--- src/rtl/inst_loader.sv ---
// Boot loader: streams host words into inst_rom, appends a zero terminator, then releases riscv_cpu.
// Optional LOADER_CHECKSUM_EN: the in_last word is a checksum over the program instead of program data.
module inst_loader #(
  parameter int unsigned DEPTH      = 32,
  parameter logic [31:0] START_PC   = 32'h0,
  parameter int unsigned RESET_HOLD = 2
) (
  input  logic        clk,
  input  logic        reset,
  input  logic        in_valid,
  output logic        in_ready,
  input  logic [31:0] in_data,
  input  logic        in_last,
  output logic        rom_write_enable,
  output logic [31:0] rom_addr,
  output logic [31:0] rom_data,
  output logic        cpu_reset,
  output logic        cpu_go,
  output logic [31:0] cpu_start_pc,
  input  logic        cpu_halt,
  output logic        busy,
  output logic        done,
  output logic        error
);

  localparam int unsigned PW = $clog2(DEPTH);
  localparam int unsigned HW = $clog2(RESET_HOLD + 1);

  typedef enum logic [2:0] {
    S_LOAD, S_TERM, S_HOLD, S_RUN, S_DONE, S_ERR
  } state_t;

  state_t        state_q, state_d;
  logic [PW-1:0] ptr_q, ptr_d;
  logic [HW-1:0] hold_q, hold_d;
  logic          we_q, we_d;
  logic [31:0]   addr_q, addr_d;
  logic [31:0]   data_q, data_d;
  logic [31:0]   ptr_addr;
`ifdef LOADER_CHECKSUM_EN
  logic [31:0]   sum_q, sum_d;
`endif

  assign ptr_addr = 32'(ptr_q) << 2;

  always_ff @(posedge clk or posedge reset) begin
    if (reset) begin
      state_q <= S_LOAD;
      ptr_q   <= '0;
      hold_q  <= '0;
      we_q    <= 1'b0;
      addr_q  <= '0;
      data_q  <= '0;
`ifdef LOADER_CHECKSUM_EN
      sum_q   <= '0;
`endif
    end else begin
      state_q <= state_d;
      ptr_q   <= ptr_d;
      hold_q  <= hold_d;
      we_q    <= we_d;
      addr_q  <= addr_d;
      data_q  <= data_d;
`ifdef LOADER_CHECKSUM_EN
      sum_q   <= sum_d;
`endif
    end
  end

  always_comb begin
    state_d = state_q;
    ptr_d   = ptr_q;
    hold_d  = hold_q;
    we_d    = 1'b0;
    addr_d  = addr_q;
    data_d  = data_q;
`ifdef LOADER_CHECKSUM_EN
    sum_d   = sum_q;
`endif
    unique case (state_q)
      S_LOAD: begin
        if (in_valid) begin
`ifdef LOADER_CHECKSUM_EN
          if (in_last) begin
            state_d = (sum_q == in_data) ? S_TERM : S_ERR;
          end else begin
            we_d   = 1'b1;
            addr_d = ptr_addr;
            data_d = in_data;
            ptr_d  = ptr_q + 1'b1;
            sum_d  = sum_q + in_data;
            // The checksum needs no slot, so the last program slot is DEPTH-2 and DEPTH-1 stays free for the terminator.
            if (ptr_q == PW'(DEPTH - 1)) state_d = S_ERR;
          end
`else
          we_d   = 1'b1;
          addr_d = ptr_addr;
          data_d = in_data;
          ptr_d  = ptr_q + 1'b1;
          if (in_last)                      state_d = S_TERM;
          else if (ptr_q == PW'(DEPTH - 2)) state_d = S_ERR;
`endif
        end
      end
      S_TERM: begin
        we_d    = 1'b1;
        addr_d  = ptr_addr;
        data_d  = '0;
        hold_d  = HW'(RESET_HOLD);
        state_d = S_HOLD;
      end
      S_HOLD: begin
        hold_d = hold_q - 1'b1;
        if (hold_d == '0) state_d = S_RUN;
      end
      S_RUN: begin
        if (cpu_halt) state_d = S_DONE;
      end
      default: ;
    endcase
  end

  always_comb begin
    in_ready  = (state_q == S_LOAD);
    cpu_reset = 1'b1;
    cpu_go    = 1'b0;
    busy      = 1'b1;
    done      = 1'b0;
    error     = 1'b0;
    unique case (state_q)
      S_HOLD: cpu_go = 1'b1;
      S_RUN: begin
        cpu_reset = 1'b0;
        cpu_go    = 1'b1;
      end
      S_DONE: begin
        cpu_reset = 1'b0;
        busy      = 1'b0;
        done      = 1'b1;
      end
      S_ERR: begin
        busy  = 1'b0;
        error = 1'b1;
      end
      default: ;
    endcase
  end

  assign rom_write_enable = we_q;
  assign rom_addr         = addr_q;
  assign rom_data         = data_q;
  assign cpu_start_pc     = START_PC;

endmodule

--- config.mk ---
export PLATFORM = sky130hd
export DESIGN_NAME = inst_loader
export DESIGN_NICKNAME = d
export VERILOG_FILES = /design/src/rtl/inst_loader.sv
export SDC_FILE = /design/constraint.sdc
export NUM_CORES = 1
export LEC_CHECK = 0
export ABC_AREA = 1
export BUFFER_PORTS_ARGS = -buffer_cell sky130_fd_sc_hd__clkbuf_2
export CORE_ASPECT_RATIO = 0.5
export CORE_MARGIN = 2
export CORE_UTILIZATION = 40
export CTS_CLUSTER_SIZE = 40
export DETAILED_ROUTE_END_ITERATION = 8
export PLACE_DENSITY = 0.77
export RECOVER_POWER = 25
export SYNTH_ARGS = -nofsm -noshare
export SYNTH_HDL_FRONTEND = slang
export SYNTH_SLANG_ARGS = --single-unit
--- constraint.sdc ---
create_clock -name clk -period 1.3 [get_ports clk]
set_input_delay 0.065 -clock clk [delete_from_list [all_inputs] [get_ports clk]]
set_output_delay 0.065 -clock clk [all_outputs]
set_load 0.05 [all_outputs]
==> summary.md <==
| Metric | Value |
|---|---|
| CTS root buffer | `clkbuf_16` |
| Leakage | `1.94 nW` |
| Number of H-tree levels | `2` |
| Compound-Gate Fraction of Synth Area | `2.22%` |
| Slew headroom | `56.7%` |
| Boundary pin count | `140` |
| Fin crit period | `1.32 ns` |
| Fillers | `519` |
| Routed WL | `5.08 mm` |
| TritonCTS buffer count | `5` |
| Hold slack final | `-0.00213 ns` |
| Logic gate share of total power | `23.0%` |
| Multiplexer share of the synthesized area | `0%` |
| Chip height | `59.7 um` |
| Largest family of logic cells by synthesized area | `buffers and inverters` |
| Cell Pwr Density | `1070 nW/um^2` |
| Simple-gate share of the synthesized area | `23.0%` |
| RSZ-0062 raised after global routing | `true` |
| Switching power | `1.22 mW` |
| Total GRT Usage | `14.8%` |
| Post-Synth XOR/XNOR Area | `1.72%` |
| Outcome | `finished with violations` |
| Layout cells sized above 1 | `32.7%` |
| Slew Limit Fails | `0` |
| Routed len/inst | `10.1 um` |
| Dpl cell area | `2930 sq um` |
| Fraction of the yosys area taken by sequential cells | `48.5%` |
| Post-Place Setup Slack | `-0.0105 ns` |
| Vias per inst | `4.04` |
| CTS tree | `done` |
| First-pass GRT wire length | `8.06 mm` |
| Worst slew pin tran | `0.649 ns` |
| Nets | `452` |
| Element type at the critical path end | `output port` |
| Type of origin of the critical path | `flop` |
| ANT nets after route | `0` |
| Placed wire-length estimate | `3.60 mm` |
| Highest achievable clock rate | `757 MHz` |
| Largest net degree at the start of global routing | `49` |
| VDD IR max | `0.000551 V` |
| CTS Buffer Depth | `2` |
| Mapped Area | `2480 sq um` |
| Worst Path Arrival | `1.26 ns` |
| Cell taking the most area after synthesis | `dfrtp_1` |
| Seq cells post-synth | `48` |
| Failing checks | `hold timing, setup timing` |
| Initial DRC Count | `88` |
| Clock Skew | `0.00379 ns` |
| Design area | `3450 sq um` |
| Cell internal pwr | `2.48 mW` |
| Clock power frac | `34.0%` |
| Worst Path Required | `1.24 ns` |
| Core area | `6030 sq um` |
| Post-synthesis cell count | `290` |
| Yosys cell types | `20` |
| Final RePlAce weighted congestion | `0.783` |
| Crit Path Max Fanout | `5` |
| Antenna cell count | `0` |
| PortBufs | `80` |
| Synth Area in Adders | `1.51%` |
| Pwr Total | `3.70 mW` |
| Setup WS post-layout | `-0.0210 ns` |
| GR Overflow Total | `0` |
| Clk Latency, worst-skew pair | `0.28 ns` |
| Sequential power share | `43.0%` |
| Clock Pin Slew Worst Setup and Hold Paths | `0.06 ns` |
| Starting density of the core | `41.1%` |
| WS Path Type | `flop to output port` |
| Fin crit share | `102%` |
| Vias | `2026` |
| Yosys top cell area share | `48.5%` |
| Area Growth Syn to Fin | `39.0%` |
| Drt first pass iters | `4` |
| Sw frac | `32.9%` |
| Vias in the first global route | `1879` |
| Worst hold path class | `input port to flop` |
| Row count | `20` |
| Clk sinks | `48` |
| Initial antenna violation count | `0` |
| DIE AREA | `6880 sq um` |
| Setup violations, final | `1` |
| Final hold violations | `2` |
| Dominant cells by area after synthesis | `dfrtp_1 48%, nand2_1 19%, buf_4 18%` |
| Post-Syn Area per Cell | `8.55 sq um` |
| DRC viols | `0` |
| Max-cap viol count | `0` |
| Die X | `115 um` |
| YS warnings | `0` |
## state kept, by name (all words and copies together), names as in the netlist
register / count
rom_addr: 5
rom_write_enable: 1
rom_data: 32
hold_q: 2
state_q: 3
ptr_q: 5
## worst paths after layout
| check | start | endpoint | slack (ns) | cells after the start |
|---|---|---|---|---|
| max | state_q[1] | in_ready | -0.02 | 5 |
| max reg2reg | state_q[1] | ptr_q[3] | 0.01 | 7 |
| min in group asynchronous | reset | rom_data[21] | 0.51 | 4 |
| min reg2reg | rom_data[20] | rom_data[20] | 0.47 | 2 |
| min | in_data[18] | rom_data[18] | -0.002 | 3 |
| max in group asynchronous | reset | state_q[0] | 0.32 | 4 |
## synth_stat cells
| library cell | count |
|---|---|
| buf_6 | 3 |
| nand2_1 | 126 |
| conb_1 | 1 |
| nor2_4 | 3 |
| buf_8 | 1 |
| xor2_2 | 1 |
| inv_1 | 10 |
| nand3_2 | 1 |
| buf_4 | 60 |
| ha_1 | 3 |
| inv_4 | 1 |
| buf_2 | 3 |
| a21oi_1 | 3 |
| nand3_1 | 6 |
| xnor2_1 | 1 |
| dfrtp_1 | 48 |
| nor2_1 | 6 |
| xor2_1 | 2 |
| inv_2 | 3 |
| o21ai_0 | 8 |
## metal layers
layer / up-vias / GRT usage [%] / part of all wire [%]
li1: 1004 / - / -
met5: - / 0 / 0
met2: 77 / 27.6 / 52
met3: 9 / 3.14 / 4.7
met1: 936 / 17.4 / 42
met4: 0 / 4.65 / 1.7
## layout make-up
class / instances / area (sq um) / share of cell area (%)
Multi-Input combinational cell: 219 / 1010 / 29.4
Tap cell: 88 / 110 / 3.20
Inverter: 14 / 61.3 / 1.78
Timing Repair Buffer: 124 / 913 / 26.5
Clock buffer: 8 / 146 / 4.25
Sequential cell: 48 / 1200 / 34.9
## power groups by stage
stage          combinational [mW]  clock, mW  sequential (mW)
2_1_floorplan               0.582          0             1.81
3_3_place_gp                0.785          0             1.61
3_5_place_dp                0.792          0             1.61
4_1_cts                     0.849       1.29             1.59
5_1_grt                     0.897       1.36             1.60
6_report                    0.849       1.26             1.59
## worst max-delay path: stages (launching register included)
cell        delay (ns)
dfrtp_1           0.41
inv_4             0.12
nand3_4           0.10
buf_6             0.13
clkinvlp_4        0.07
clkbuf_16         0.16
## logic make-up (layout without fill, tap and decap cells)
| kind of cell | Yosys count | count (layout) |
|---|---|---|
| AO/OA/AOI/OAI | 11 | 11 |
| XOR/XNOR | 4 | 4 |
| adder cells (fa/ha/maj) | 3 | 3 |
| buffers and inverters | 81 | 146 |
| flip-flops | 48 | 48 |
| other | 1 | 59 |
| AND/OR/NAND/NOR | 142 | 142 |
## layout by cell type (no fill, tap or decap), types with 2 or more instances in the layout
master,synthesis,routed
a21oi_1,3,2
buf_12,0,5
buf_4,60,12
buf_6,3,4
buf_8,1,2
clkbuf_1,0,2
clkbuf_16,0,6
clkbuf_2,0,75
conb_1,1,59
dfrtp_1,48,47
dlygate4sd3_1,0,24
ha_1,3,2
inv_1,10,6
inv_2,3,4
inv_4,1,2
nand2_1,126,117
nand2_2,0,7
nand2_4,0,2
nand3_1,6,6
nor2_2,0,3
nor2_4,3,5
o21ai_0,8,5
o21ai_1,0,3
xor2_1,2,2
## through the flow
step | TNS [ns] | utilization (%) | instances
after floorplan | -0.107 | - | 348
after global placement | 0 | 48.7 | 466
after detailed placement | -0.0105 | 48.7 | 466
after CTS | -0.0560 | 56.1 | 498
after global routing | -1.74 | 57.1 | 501
final | -0.0210 | 57.1 | 501
## timing repair
action / CTS / global route
hold buffers: 24 / 0
buffers inserted: 0 / 3
hold endpoints to repair: 71 / 0
resized for setup: 13 / 24
pin swaps: 3 / 6
setup endpoints to repair: 8 / 50
Power figures use the tool's default switching activity.
